<file path="src/rtl/mdio_master.sv">
`default_nettype none
// ============================================================================
//  Module   : mdio_master
//  Purpose  : Clause-22 MDIO management master. Serialises one read or write
//             frame per request onto MDC/MDIO (split out/oe/in) and returns
//             read data plus a turnaround-error flag.
//  Revision : 1.0  initial release
// ============================================================================
module mdio_master #(
  parameter int CLK_DIV      = 4,   // MDC half-period in i_Clk cycles (>= 2)
  parameter int PREAMBLE_LEN = 32   // preamble '1' bits (0..32)
) (
  input  logic        i_Clk,
  input  logic        w_ARstLogic_L,
  input  logic        i_Start,
  input  logic        i_WEn,
  input  logic [4:0]  i5_PhyAddr,
  input  logic [4:0]  i5_RegAddr,
  input  logic [15:0] i16_WrData,
  output logic        o_Busy,
  output logic        o_Done,
  output logic [15:0] o16_RdData,
  output logic        o_RdError,
  output logic        o_Mdc,
  output logic        o_MdioOut,
  output logic        o_MdioOe,
  input  logic        i_MdioIn
);

  localparam int DIV_W = (CLK_DIV > 2) ? $clog2(CLK_DIV) : 1;
  localparam logic [DIV_W-1:0] c_DIV_LAST = DIV_W'(CLK_DIV - 1);
  localparam logic [DIV_W-1:0] c_DIV_PEN  = DIV_W'(CLK_DIV - 2);
  localparam logic [5:0]       c_PRE_LAST = 6'(PREAMBLE_LEN - 1);

  typedef enum logic [2:0] {
    S_IDLE = 3'd0,
    S_PRE  = 3'd1,
    S_HDR  = 3'd2,
    S_TA   = 3'd3,
    S_DATA = 3'd4,
    S_DONE = 3'd5
  } state_t;

  state_t           state_q, state_d;
  logic [DIV_W-1:0] div_q, div_d;
  logic [5:0]       bit_q, bit_d;
  logic             mdc_q, mdc_d;
  logic             out_q, out_d;
  logic             oe_q, oe_d;
  logic             done_q, done_d;
  logic             wen_q, wen_d;
  logic [31:0]      tx_q, tx_d;
  logic [15:0]      rx_q, rx_d;
  logic             taerr_q, taerr_d;
  logic [15:0]      rd_q, rd_d;
  logic             rderr_q, rderr_d;

  logic             w_div_end;
  logic             w_sect_last;
  state_t           w_sect_next;

  assign w_div_end  = (div_q == c_DIV_LAST);
  assign o_Busy     = (state_q != S_IDLE);
  assign o_Done     = done_q;
  assign o16_RdData = rd_q;
  assign o_RdError  = rderr_q;
  assign o_Mdc      = mdc_q;
  assign o_MdioOut  = out_q;
  assign o_MdioOe   = oe_q;

  // Last bit of the current frame section and the section that follows it
  always_comb begin
    w_sect_last = 1'b0;
    w_sect_next = state_q;
    case (state_q)
      S_PRE: begin w_sect_last = (bit_q == c_PRE_LAST); w_sect_next = S_HDR;  end
      S_HDR: begin w_sect_last = (bit_q == 6'd13);      w_sect_next = S_TA;   end
      S_TA:  begin w_sect_last = (bit_q == 6'd1);       w_sect_next = S_DATA; end
      default: ;
    endcase
  end

  // Frame sequencing: accept, MDC phase timing, bit shifting and completion
  always_comb begin
    state_d = state_q;
    div_d   = div_q;
    bit_d   = bit_q;
    mdc_d   = mdc_q;
    out_d   = out_q;
    oe_d    = oe_q;
    done_d  = 1'b0;
    wen_d   = wen_q;
    tx_d    = tx_q;
    rx_d    = rx_q;
    taerr_d = taerr_q;
    rd_d    = rd_q;
    rderr_d = rderr_q;
    case (state_q)
      S_IDLE: begin
        if (i_Start) begin
          wen_d   = i_WEn;
          // ST, OP, PHYAD, REGAD, TA, DATA; read TA/DATA slots are never driven
          tx_d    = {2'b01, (i_WEn ? 2'b01 : 2'b10), i5_PhyAddr, i5_RegAddr,
                     (i_WEn ? 2'b10 : 2'b11), (i_WEn ? i16_WrData : 16'hFFFF)};
          div_d   = '0;
          bit_d   = '0;
          mdc_d   = 1'b0;
          oe_d    = 1'b1;
          taerr_d = 1'b0;
          if (PREAMBLE_LEN == 0) begin
            state_d = S_HDR;
            out_d   = 1'b0;   // first ST bit
          end else begin
            state_d = S_PRE;
            out_d   = 1'b1;
          end
        end
      end
      S_DONE: begin
        state_d = S_IDLE;
        done_d  = 1'b1;
        mdc_d   = 1'b0;
        oe_d    = 1'b0;
        out_d   = 1'b1;
        div_d   = '0;
        if (wen_q) begin
          rderr_d = 1'b0;
        end else begin
          rd_d    = rx_q;
          rderr_d = taerr_q;
        end
      end
      default: begin
        div_d = w_div_end ? '0 : div_q + DIV_W'(1);
        if (!mdc_q) begin
          if (w_div_end) begin
            mdc_d = 1'b1;
            if (state_q == S_TA && bit_q == 6'd1) taerr_d = i_MdioIn;
            if (state_q == S_DATA) rx_d = {rx_q[14:0], i_MdioIn};
          end
        end else if (state_q == S_DATA && bit_q == 6'd15 && div_q == c_DIV_PEN) begin
          // DONE occupies the final high cycle of the last bit
          state_d = S_DONE;
        end else if (w_div_end) begin
          mdc_d = 1'b0;
          bit_d = w_sect_last ? '0 : bit_q + 6'd1;
          if (w_sect_last) state_d = w_sect_next;
          if (state_q == S_PRE) begin
            out_d = w_sect_last ? tx_q[31] : 1'b1;
          end else begin
            out_d = tx_q[30];
            tx_d  = {tx_q[30:0], 1'b0};
          end
          oe_d = wen_q || (state_d == S_PRE) || (state_d == S_HDR);
        end
      end
    endcase
  end

  // State and output registers with asynchronous active-low reset
  always_ff @(posedge i_Clk or negedge w_ARstLogic_L) begin
    if (!w_ARstLogic_L) begin
      state_q <= S_IDLE;
      div_q   <= '0;
      bit_q   <= '0;
      mdc_q   <= 1'b0;
      out_q   <= 1'b1;
      oe_q    <= 1'b0;
      done_q  <= 1'b0;
      wen_q   <= 1'b0;
      tx_q    <= '0;
      rx_q    <= '0;
      taerr_q <= 1'b0;
      rd_q    <= '0;
      rderr_q <= 1'b0;
    end else begin
      state_q <= state_d;
      div_q   <= div_d;
      bit_q   <= bit_d;
      mdc_q   <= mdc_d;
      out_q   <= out_d;
      oe_q    <= oe_d;
      done_q  <= done_d;
      wen_q   <= wen_d;
      tx_q    <= tx_d;
      rx_q    <= rx_d;
      taerr_q <= taerr_d;
      rd_q    <= rd_d;
      rderr_q <= rderr_d;
    end
  end

endmodule
`default_nettype wire

</file>
<file path="config.mk">
export PLATFORM = sky130hd
export DESIGN_NAME = mdio_master
export DESIGN_NICKNAME = d
export VERILOG_FILES = /design/src/rtl/mdio_master.sv
export SDC_FILE = /design/constraint.sdc
export NUM_CORES = 1
export LEC_CHECK = 0
export ABC_AREA = 1
export ABC_CLOCK_PERIOD_IN_PS = 2350
export CAP_MARGIN = 25
export CORE_UTILIZATION = 35
export DETAILED_ROUTE_END_ITERATION = 7
export GPL_TIMING_DRIVEN = 0
export PLACE_DENSITY = 0.56
export SYNTH_ARGS = -nofsm -noshare
export SYNTH_HDL_FRONTEND = slang
export SYNTH_SLANG_ARGS = --single-unit
</file>
<file path="constraint.sdc">
create_clock -name i_Clk -period 2.35 [get_ports i_Clk]
set_input_delay 0.47 -clock i_Clk [delete_from_list [all_inputs] [get_ports i_Clk]]
set_output_delay 0.47 -clock i_Clk [all_outputs]
set_load 0.01 [all_outputs]
</file>
==> results.yml <==
logic_synthesis:
  ys_seq_area_frac: 0.540
  synth_top_cell_area_share: 0.533
  synth.distinct_cells: 37
  synthesis.area_um2: 3800
  syn_inst: 433
  synth_edf_count: 0
  synthesis.nets: 469
  synth_ff_type: "dfrtp_1"
  synth_top_area_cell: "dfrtp_1"
  synth.area.top_cells: "dfrtp_1, nand2_1, o21ai_0"
  yosysWarnings: 0
  synth.avg_cell_area_um2: 8.78
  ys_ff_latch: 82
  synthArstFlopShare: 1.00
layout:
  seq_area_um2: 2050
  syn2layout_area_growth_pct: 24.5
  fillers: 1027
  final_cells: 638
  drive_above_1_share: 0.124
  num_antenna_cells: 0
  multiInputGateArea_um2: 1440
  nNetsFinal: 533
  final_util: 0.455
clock_network:
  clk_latency_ns: 0.37
  cts_buffer_depth: 2
  htreeDepth: 3
  cts_buffers: 9
  cts_tree: "done"
  clk_pin_slew_ns: 0.09
  ctsResizeCount: 0
  cts_sinks: 82
  post-cts-setup-buffers: 0
  cts-root-buf: "clkbuf_8"
critical_path:
  start_kind: "register"
  critical_path_class: "reg2out"
  crit_fanout: 19
  worstPathArrival_ns: 1.79
  endpoint_kind: "output port"
  cp.required_ns: 1.88
global_route:
  grt_max_degree: 62
  grt_pass1_vias: 3072
  grt_pass1_wl_mm: 14.8
  grtUsageMet1: 0.237
  met3_usage: 0.0331
  top_usage_layer: "met2"
  grt_use_met2: 0.244
  grt.total_usage: 0.167
  grt.overflow.total: 0
  antenna_found_initial: 0
floorplan:
  die_h_um: 106
  core_area_um2: 10400
  die_area_um2: 11300
  die_x_um: 106
  num_rows: 37
  io_pins: 53
  start_util: 0.365
drt:
  ant_nets: 0
  routed_wl_mm: 8.49
  via_count: 3045
  vias_per_cell: 4.77
  drt_iter0_markers: 162
  wl_per_cell_um: 13.3
  first_pass_iters: 4
  drc: 0
place:
  place_congestion: 0.856
  hpwl_mm: 6.06
  dp_cells: 622
  io_buffers: 52
flow_run:
  maxCapViolations: 0
timing:
  relSlewSlack: 0.666
  rsz0062_at_grt: "no"
  worst_pin_slew_ns: 0.501
  report.final.hold_viol_count: 0
  drv_slew: 0
  min_period_over_period: 0.961
  timing.fmax_mhz: 443
  fin_crit_ns: 2.26
  clock-skew-final_ns: 0.0149
  setup_viol: 0
pwr:
  total_power_w: 0.00260
  power.density_nw_per_um2: 548
  peakVddDrop_mv: 0.232
  p_leak_nw: 2.18
min_path:
  hp-class: "reg2reg"
status:
  outcome: "finished clean"
[worst max-delay path, cell delays in order, from the launching register on]
cell             delay [ns]
dfrtp_1                0.48
inv_2                  0.11
nand2_4                0.23
clkdlybuf4s50_1        0.59
[layout make-up]
cell class,count,area share
clock inverters,6,0.0151
flip-flops and latches,82,0.434
repair buffers,54,0.117
plain buffers,16,0.0174
well taps,136,0.0359
clock buffers,10,0.0291
inverters,58,0.0465
multi-input cells,276,0.305
[state kept, by name, indices dropped and copies added, names as in the netlist]
signal      count
tx_q           32
o16_RdData     16
rx_q           16
o_Mdc           1
o_MdioOe        1
taerr_q         1
o_Done          1
state_q         3
o_MdioOut       1
o_RdError       1
wen_q           1
bit_q           6
div_q           2
[cells in the mapped netlist (2+ instances only)]
library cell,number
o22ai_1,15
nand2_1,102
nand3_1,12
o21ai_1,33
nor3_1,3
inv_2,9
clkbuf_1,8
buf_6,2
nand2_4,2
nor2_1,18
a21oi_1,3
ha_1,5
nor3_2,2
buf_2,6
dfrtp_1,81
nand2_2,2
nor2_2,3
o21ai_0,44
xor2_1,3
a21oi_2,2
nor2_4,3
inv_1,47
o21ai_2,5
nand4_1,2
o211ai_1,6
o211ai_2,4
[logic make-up (layout without fill, tap and decap cells)]
logic type | Yosys count | count (layout) | synth area share
adder cells (fa/ha/maj) | 5 | 5 | 0.0164
flip-flops | 82 | 82 | 0.540
AND/OR/NAND/NOR | 150 | 150 | 0.172
AO/OA/AOI/OAI | 117 | 117 | 0.181
XOR/XNOR | 3 | 3 | 0.00691
buffers and inverters | 75 | 144 | 0.0806
multiplexers | 1 | 1 | 0.00296
[final timing paths]
kind | start | end | slack, ns | depth (start not counted)
setup / recovery | state_q[2] | o_Busy | 0.09 | 3
hold / removal | rx_q[0] | rx_q[0] | 0.49 | 2
setup reg to reg | bit_q[0] | tx_q[29] | 0.35 | 10
hold reg to reg | rx_q[0] | rx_q[0] | 0.49 | 2
max in group asynchronous | w_ARstLogic_L | tx_q[11] | 1.20 | 3
min in group asynchronous | w_ARstLogic_L | tx_q[23] | 0.53 | 2
[per-layer routing]
| metal | up-vias | share of wire |
|---|---|---|
| met5 | - | 0 |
| met4 | 0 | 0.024 |
| met3 | 17 | 0.043 |
| met2 | 57 | 0.42 |
| met1 | 1428 | 0.51 |
| li1 | 1543 | - |
[per-stage QoR]
| step | setup TNS [ns] | area, um^2 | setup slack, ns | hold slack (ns) |
|---|---|---|---|---|
| after floorplan | 0 | 3800 | 0.660 | 0.174 |
| after global placement | -183.55 | 4490 | -2.26 | 0.466 |
| after detailed placement | -0.00520 | 4520 | -0.00520 | 0.396 |
| after CTS | 0 | 4730 | 0.0612 | 0.492 |
| after global routing | 0 | 4730 | 0.0104 | 0.519 |
| final | 0 | 4730 | 0.0920 | 0.489 |
[cell usage in the layout, fill, tap and decap left out, types with 2 or more instances in the layout]
cell type          n
a21oi_1            3
a21oi_2            2
buf_2              6
buf_6              2
clkbuf_1           7
clkbuf_8          10
clkdlybuf4s50_1   51
dfrtp_1           81
ha_1               5
inv_1             47
inv_2              9
inv_6              2
nand2_1          102
nand2_2            2
nand2_4            2
nand3_1           12
nand4_1            2
nor2_1            18
nor2_2             3
nor2_4             3
nor3_1             3
nor3_2             2
o211ai_1           6
o211ai_2           4
o21ai_0           44
o21ai_1           33
o21ai_2            5
o22ai_1           15
xor2_1             3
[power breakdown]
group / internal [W] / leakage (nW) / total (W) / switching (W)
sequential: 0.00141 / 1.07 / 0.00141 / 0.000000444
combinational: 0.0000505 / 1.00 / 0.0000893 / 0.0000388
clock: 0.000534 / 0.105 / 0.00110 / 0.000563
[timing repair]
action,CTS,global route
hold buffers,1,0
endpoints found under the hold margin,7,0
endpoints found under the setup margin,1,0
Note: power is estimated with default switching activity, not from simulation.
